`src/rtl/cp0_exc_unit.sv`:
```
// cp0_exc_unit: Coprocessor-0 exception responder for the five-stage MIPS pipeline.
// Holds SR (12), Cause (13), EPC (14), PRId (15) and, when CP0_BADVADDR_EN is
// defined, BadVAddr (8). Raises the combinational flush request Req for
// interrupts and M-stage exceptions, records the victim state on the Req edge,
// and serves mfc0/mtc0/eret.
// Optional feature macro: CP0_BADVADDR_EN (register 8 present when defined).

module cp0_exc_unit #(
  parameter logic [31:0] PRID_VALUE = 32'h2024_0007,
  parameter logic [31:0] HANDLER_PC = 32'h0000_4180
) (
  input  logic        clk,
  input  logic        rst,
  input  logic        CP0WriteM,
  input  logic [4:0]  CP0AddrM,
  input  logic [31:0] CP0InM,
  input  logic [31:0] PCForTestM,
  input  logic        DelaySlotM,
  input  logic [4:0]  FixEXCM,
  input  logic        ERETM,
  input  logic [31:0] BadVAddrInM,
  input  logic [5:0]  HWInt,
  output logic [31:0] CP0OutM,
  output logic [31:0] EPCOut,
  output logic [31:0] HandlerPC,
  output logic        Req
);

  // CP0 register numbers decoded by this unit
  localparam logic [4:0] ADDR_BADVADDR = 5'd8;
  localparam logic [4:0] ADDR_SR       = 5'd12;
  localparam logic [4:0] ADDR_CAUSE    = 5'd13;
  localparam logic [4:0] ADDR_EPC      = 5'd14;
  localparam logic [4:0] ADDR_PRID     = 5'd15;

  // Exception code meaning "no exception" in the M stage
  localparam logic [4:0] EXC_NONE = 5'h1F;
  // Exception code recorded when an interrupt is taken
  localparam logic [4:0] EXC_INT  = 5'd0;
  // Address-error codes that capture the faulting address
  localparam logic [4:0] EXC_ADEL = 5'd4;
  localparam logic [4:0] EXC_ADES = 5'd5;

  // SR fields
  logic [5:0]  sr_im_reg,  sr_im_next;
  logic        sr_exl_reg, sr_exl_next;
  logic        sr_ie_reg,  sr_ie_next;

  // Cause fields
  logic        cause_bd_reg,  cause_bd_next;
  logic [5:0]  cause_ip_reg,  cause_ip_next;
  logic [4:0]  cause_exc_reg, cause_exc_next;

  // Exception PC
  logic [31:0] epc_reg, epc_next;

  // Request terms and helpers
  logic        int_req;
  logic        exc_req;
  logic        take_req;
  logic [4:0]  exc_code;
  logic [31:0] victim_pc;
  logic        write_sr;
  logic        write_epc;

  // Read views of the composite registers
  logic [31:0] sr_rd;
  logic [31:0] cause_rd;
  logic [31:0] bad_vaddr_rd;

  // Interrupt and exception request decode; EXL masks both
  always_comb begin
    int_req   = (|(HWInt & sr_im_reg)) & sr_ie_reg & ~sr_exl_reg;
    exc_req   = (FixEXCM != EXC_NONE) & ~sr_exl_reg;
    take_req  = int_req | exc_req;
    // Interrupt wins over a simultaneous exception
    exc_code  = int_req ? EXC_INT : FixEXCM;
    // A delay-slot victim must restart at its branch, one word earlier
    victim_pc = DelaySlotM ? (PCForTestM - 32'd4) : PCForTestM;
    write_sr  = CP0WriteM & (CP0AddrM == ADDR_SR);
    write_epc = CP0WriteM & (CP0AddrM == ADDR_EPC);
  end

  // Flush request; held low while reset is asserted
  assign Req       = rst & take_req;
  assign HandlerPC = HANDLER_PC;

  // Next-state for SR, Cause and EPC: Req edge beats mtc0, ERET clear follows SR write
  always_comb begin
    sr_im_next     = sr_im_reg;
    sr_exl_next    = sr_exl_reg;
    sr_ie_next     = sr_ie_reg;
    cause_bd_next  = cause_bd_reg;
    cause_exc_next = cause_exc_reg;
    epc_next       = epc_reg;
    // Pending lines are sampled every edge regardless of anything else
    cause_ip_next  = HWInt;

    if (take_req) begin
      sr_exl_next    = 1'b1;
      cause_bd_next  = DelaySlotM;
      cause_exc_next = exc_code;
      epc_next       = victim_pc;
    end else begin
      if (write_sr) begin
        sr_im_next  = CP0InM[15:10];
        sr_exl_next = CP0InM[1];
        sr_ie_next  = CP0InM[0];
      end
      if (write_epc) begin
        epc_next = CP0InM;
      end
      if (ERETM) begin
        sr_exl_next = 1'b0;
      end
    end
  end

  // SR, Cause and EPC state registers
  always_ff @(posedge clk or negedge rst) begin
    if (!rst) begin
      sr_im_reg     <= 6'd0;
      sr_exl_reg    <= 1'b0;
      sr_ie_reg     <= 1'b0;
      cause_bd_reg  <= 1'b0;
      cause_ip_reg  <= 6'd0;
      cause_exc_reg <= 5'd0;
      epc_reg       <= 32'd0;
    end else begin
      sr_im_reg     <= sr_im_next;
      sr_exl_reg    <= sr_exl_next;
      sr_ie_reg     <= sr_ie_next;
      cause_bd_reg  <= cause_bd_next;
      cause_ip_reg  <= cause_ip_next;
      cause_exc_reg <= cause_exc_next;
      epc_reg       <= epc_next;
    end
  end

`ifdef CP0_BADVADDR_EN
  logic [31:0] bad_vaddr_reg, bad_vaddr_next;
  logic        load_bad_vaddr;

  // Capture the faulting address only for a taken address-error exception
  always_comb begin
    load_bad_vaddr = take_req & ((exc_code == EXC_ADEL) | (exc_code == EXC_ADES));
    bad_vaddr_next = load_bad_vaddr ? BadVAddrInM : bad_vaddr_reg;
  end

  // BadVAddr state register
  always_ff @(posedge clk or negedge rst) begin
    if (!rst) begin
      bad_vaddr_reg <= 32'd0;
    end else begin
      bad_vaddr_reg <= bad_vaddr_next;
    end
  end

  assign bad_vaddr_rd = bad_vaddr_reg;
`else
  // Register 8 is absent: it reads zero and the faulting address is dropped
  logic unused_bad_vaddr;
  assign unused_bad_vaddr = ^BadVAddrInM;
  assign bad_vaddr_rd     = 32'd0;
`endif

  // Assemble the architectural views of SR and Cause
  always_comb begin
    sr_rd          = 32'd0;
    sr_rd[15:10]   = sr_im_reg;
    sr_rd[1]       = sr_exl_reg;
    sr_rd[0]       = sr_ie_reg;
    cause_rd       = 32'd0;
    cause_rd[31]   = cause_bd_reg;
    cause_rd[15:10] = cause_ip_reg;
    cause_rd[6:2]  = cause_exc_reg;
  end

  // mfc0 read mux: registered state only, no write-through
  always_comb begin
    CP0OutM = 32'd0;
    case (CP0AddrM)
      ADDR_BADVADDR: CP0OutM = bad_vaddr_rd;
      ADDR_SR:       CP0OutM = sr_rd;
      ADDR_CAUSE:    CP0OutM = cause_rd;
      ADDR_EPC:      CP0OutM = epc_reg;
      ADDR_PRID:     CP0OutM = PRID_VALUE;
      default:       CP0OutM = 32'd0;
    endcase
  end

  // eret return address, forwarding an mtc0 to EPC in the same cycle
  always_comb begin
    EPCOut = epc_reg;
    if (write_epc) begin
      EPCOut = CP0InM;
    end
  end

endmodule

```
`config.mk`:
```
export PLATFORM = sky130hd
export DESIGN_NAME = cp0_exc_unit
export DESIGN_NICKNAME = d
export VERILOG_FILES = /design/src/rtl/cp0_exc_unit.sv
export SDC_FILE = /design/constraint.sdc
export NUM_CORES = 1
export LEC_CHECK = 0
export ABC_AREA = 1
export CORE_UTILIZATION = 30
export CTS_BUF_LIST = sky130_fd_sc_hd__clkbuf_8
export DETAILED_ROUTE_END_ITERATION = 12
export SLEW_MARGIN = 0
export SYNTH_ARGS = -nofsm -noshare
export SYNTH_HDL_FRONTEND = slang
export SYNTH_SLANG_ARGS = --single-unit
```
`constraint.sdc`:
```
create_clock -name clk -period 1.8 [get_ports clk]
set_input_delay 0.36 -clock clk [delete_from_list [all_inputs] [get_ports clk]]
set_output_delay 0.36 -clock clk [all_outputs]
set_load 0.005 [all_outputs]
```
## Word level (Yosys, flattened, before mapping)

Index checks and enable logic that the tools add are counted.

- Equal/unequal tests: 5
- Reductions and logical operators: 3
- Mux-type cells: 8
- $add $sub $neg: 1
- Bitwise gates (word level): 10

Operators by type and width:

| kind | number |
|---|---|
| $pmux W32 S4 | 1 |
| $mux W32 | 3 |
| $sub A32 B3 Y32 const B | 1 |
| $eq A5 B4 Y1 const B | 4 |
| $and A1 B1 Y1 | 6 |
| $and A6 B6 Y6 | 1 |
| $reduce_or A6 Y1 | 1 |
| $mux W5 | 1 |
| $ne A5 B5 Y1 const B | 1 |
| $mux W1 | 3 |
| $reduce_bool A3 Y1 | 1 |
| $not A1 Y1 | 2 |
| $reduce_and A2 Y1 | 1 |
| $or A1 B1 Y1 | 1 |

- Logic and storage cells: 34
- Output and inout port bits: 97
- Input bits: 117
- Register bits: 52

## Logic depth before layout (Yosys ltp)

- Depth after elaboration: 7
- Gate-level depth with buffers: 12
- Mapped depth without buffers: 12

## Worst setup path after synthesis

OpenSTA, ideal clock, no wires.

- Path kind: input -> output
- Start: input port CP0AddrM[3]
- End: output port EPCOut[0]
- Data arrival time: 1.233 ns
- Slack: 0.207 ns
- Cell stages on the path: 8
- Required time: 1.440 ns
- Path buffers: 1
- Cell sequence: nand2_2 > nor2_8 > nand2_4 > nor2_8 > inv_2 > buf_2 > o21a_1 > inv_1

- Cells in the longest elaborated chain, start to end: 3

RTL lines:

| element | RTL line | source |
|---|---|---|
| start, declared | 15 | `input logic [4:0] CP0AddrM,` |
| $eq A5 B4 Y1 | 81 | `write_epc = CP0WriteM & (CP0AddrM == ADDR_EPC);` |
| $and A1 B1 Y1 | 81 |  |
| $mux W32 | - |  |
| end, declared | 24 | `output logic [31:0] EPCOut,` |

Every way passes these cells.

## Worst setup path in the final report

- Start: input port CP0AddrM[1]
- End: output port EPCOut[4]

Same word-level chain as after synthesis.

==> qor.yml <==
status: "finished with violations"
violations: "setup timing"
seq_area_frac_synth_pct: 32.91
areaGrowthSynthToFinish_pct: 85.95
setup_violations: 20
finalPower_mw: 6.879
io_buffers: 149
htreeDepth: 2
vias: 5107
drt_iter0_drc: 266
diodes: 0
fin_crit_ns: 1.901
numCtsBuffers: 5
drive_above_1_share_pct: 35.19
clock_sinks: 52
worstHoldPathType: "input pin to async pin"
hold_viol: 0
synthesis.instances: 619
fmax_ghz: 0.5261
track_usage_pct: 23.74
ir_worst_vdd_mv: 0.4689
period_share_pct: 105.6
root_buffer: "clkbuf_8"
dp.cells: 1034
netSwitchingFraction_pct: 37.64
critPathRequiredTime_ns: 1.44
fillers: 1177
setup_ws_ns: -0.1006
ant_nets: 0
grt_max_degree: 53
drv_cap: 0
crit_type: "input pin to output port"
clk_pin_slew_ns: 0.10
layout.cells.non_filler: 1104
end_kind: "output port"
mostFrequentLayoutCells: "nand2_1 (142), buf_4 (141), inv_1 (78)"
die_w_um: 116.8
tns_ns: -0.9698
row_count: 41
tightest_slew_ns: 0.6919
antenna_found_initial: 0
yosysWarningCount: 0
via_per_inst: 4.626
ios: 214
drv_slew: 0
ys_ff_latch: 52
slew-limit-headroom_pct: 53.87
worst_clock_skew_ns: 0.009612
internal-power_mw: 4.290
clk_latency_ns: 0.32
firstDrtPassIters: 7
nets: 1049
wl_per_cell_um: 14.88
p_leak_nw: 4.129
drcViolationCount: 0
globalplace.congestion: 0.8915
coreArea_um2: 12720
wl_mm: 16.43
die_y_um: 116.8
grt_pass1_wl_mm: 24.87
clockBufferDepth: 2
synth.avg_cell_area_um2: 6.387
rsz0062_at_grt: "yes"
synth_area_um2: 3954
power_frac_seq_pct: 27.8
overflow: 0
cp_max_fo: 5
power_switching_mw: 2.589
grt_pass1_vias: 5004
post-place-ws_ns: -0.7924
start_util_pct: 31.08
synth_cell_types: 31
p_clk_share_pct: 12.7
final_common_cell: "nand2_1"
cp_data_arrival_time_ns: 1.54
cp-start-kind: "input pin"
die_area_um2: 13640
dp_hpwl_mm: 11.79
pwr-share-comb_pct: 59.5
cts_tree: "done"
p_per_area_nw_per_um2: 935.7
register_area_um2: 1301
largest_register_ffs: 32
multiInputGateArea_um2: 2452
utilization_pct: 57.79
[critical path, cell delays in order]
cell and delay, ns:
buf_8 0.09, inv_4 0.04, nor2_8 0.11, nand2_4 0.08, nor2_8 0.10, buf_6 0.14
buf_6 0.11, buf_8 0.12, buf_6 0.10, nand2_2 0.03, and2_4 0.13, inv_2 0.05
buf_6 0.08
[worst paths after layout]
kind	startpoint	to	slack [ns]	depth (start not counted)
min in group clk	HWInt[0]	cause_ip_reg[0]	0.29	1
max in group asynchronous	rst	epc_reg[5]	1.16	2
worst max-delay path	CP0AddrM[1]	EPCOut[4]	-0.10	13
worst max register to register	sr_im_reg[3]	epc_reg[23]	0.13	10
worst min register to register	sr_ie_reg	sr_ie_reg	0.55	2
worst min-delay path	rst	sr_ie_reg	0.19	2
[what timing repair did]
action | 4_1_cts | 5_1_grt
gates resized for setup | 277 | 110
hold buffers | 0 | 0
setup buffers | 46 | 16
cloned | 6 | 0
endpoints found under the setup margin | 71 | 79
pin swaps | 21 | 26
[power groups by stage]
stage / logic [mW] / clock network [mW] / registers [mW]
floorplan: 1.49 / 0 / 1.80
global placement: 3.49 / 0 / 1.90
detailed placement: 3.51 / 0 / 1.91
CTS: 3.71 / 0.895 / 1.89
global route: 4.47 / 0.943 / 1.95
finish: 4.09 / 0.875 / 1.91
[final cells by class]
type / instances / area share, %
clock buffers: 6 / 1.123
clock inverters: 2 / 0.5276
inverters: 93 / 4.918
multi-input cells: 453 / 33.36
flip-flops and latches: 52 / 17.70
well taps: 172 / 2.927
repair buffers: 324 / 39.14
repair inverters: 2 / 0.3063
[cells by family after synthesis]
kind of cell | count (synthesis) | synth area share [%]
AO/OA/AOI/OAI | 79 | 11.30
XOR/XNOR | 8 | 1.772
adder cells (fa/ha/maj) | 1 | 0.3164
buffers and inverters | 144 | 17.21
flip-flops | 52 | 32.91
other | 2 | 0.1899
AND/OR/NAND/NOR | 333 | 36.30
[stage by stage]
stage | hold WS (ns) | instance area [um2]
after CTS | 0.2056 | 7034
after detailed placement | 0.5099 | 6327
after global routing | 0.2370 | 7352
after global placement | 0.5042 | 6327
final | 0.1901 | 7352
after floorplan | 0.06441 | 4066
[synthesized netlist by cell type]
cell type  instances  share of area (%)
nand2_1          173                 16
inv_1             90                8.5
nor2_1            70                6.6
nand3_1           60                7.6
dfrtp_1           52                 33
buf_4             35                6.6
o21ai_1           35                4.4
o21ai_0           24                3.0
o21a_1            13                2.5
and2_1             7                1.1
buf_2              7               0.89
nand4_1            7                1.1
clkbuf_1           5               0.47
buf_1              4               0.38
nor3_1             4               0.51
xnor2_1            4               0.89
xor2_1             4               0.89
inv_2              3               0.28
nor2_2             3               0.47
o211ai_1           3               0.57
conb_1             2               0.19
nand2_2            2               0.32
nand3b_1           2               0.38
nor2_8             2                1.0
o21ai_2            2               0.44
a21boi_0           1               0.19
ha_1               1               0.32
nand2_4            1               0.28
nor2_4             1               0.28
o22ai_1            1               0.16
or2_2              1               0.16
[layer usage]
metal	part of all wire [%]	track usage, %
met2	50	41.46
met5	0	0
met3	5.8	1.957
met1	42	31.35
met4	2.1	7.004
Power figures use the tool's default switching activity.
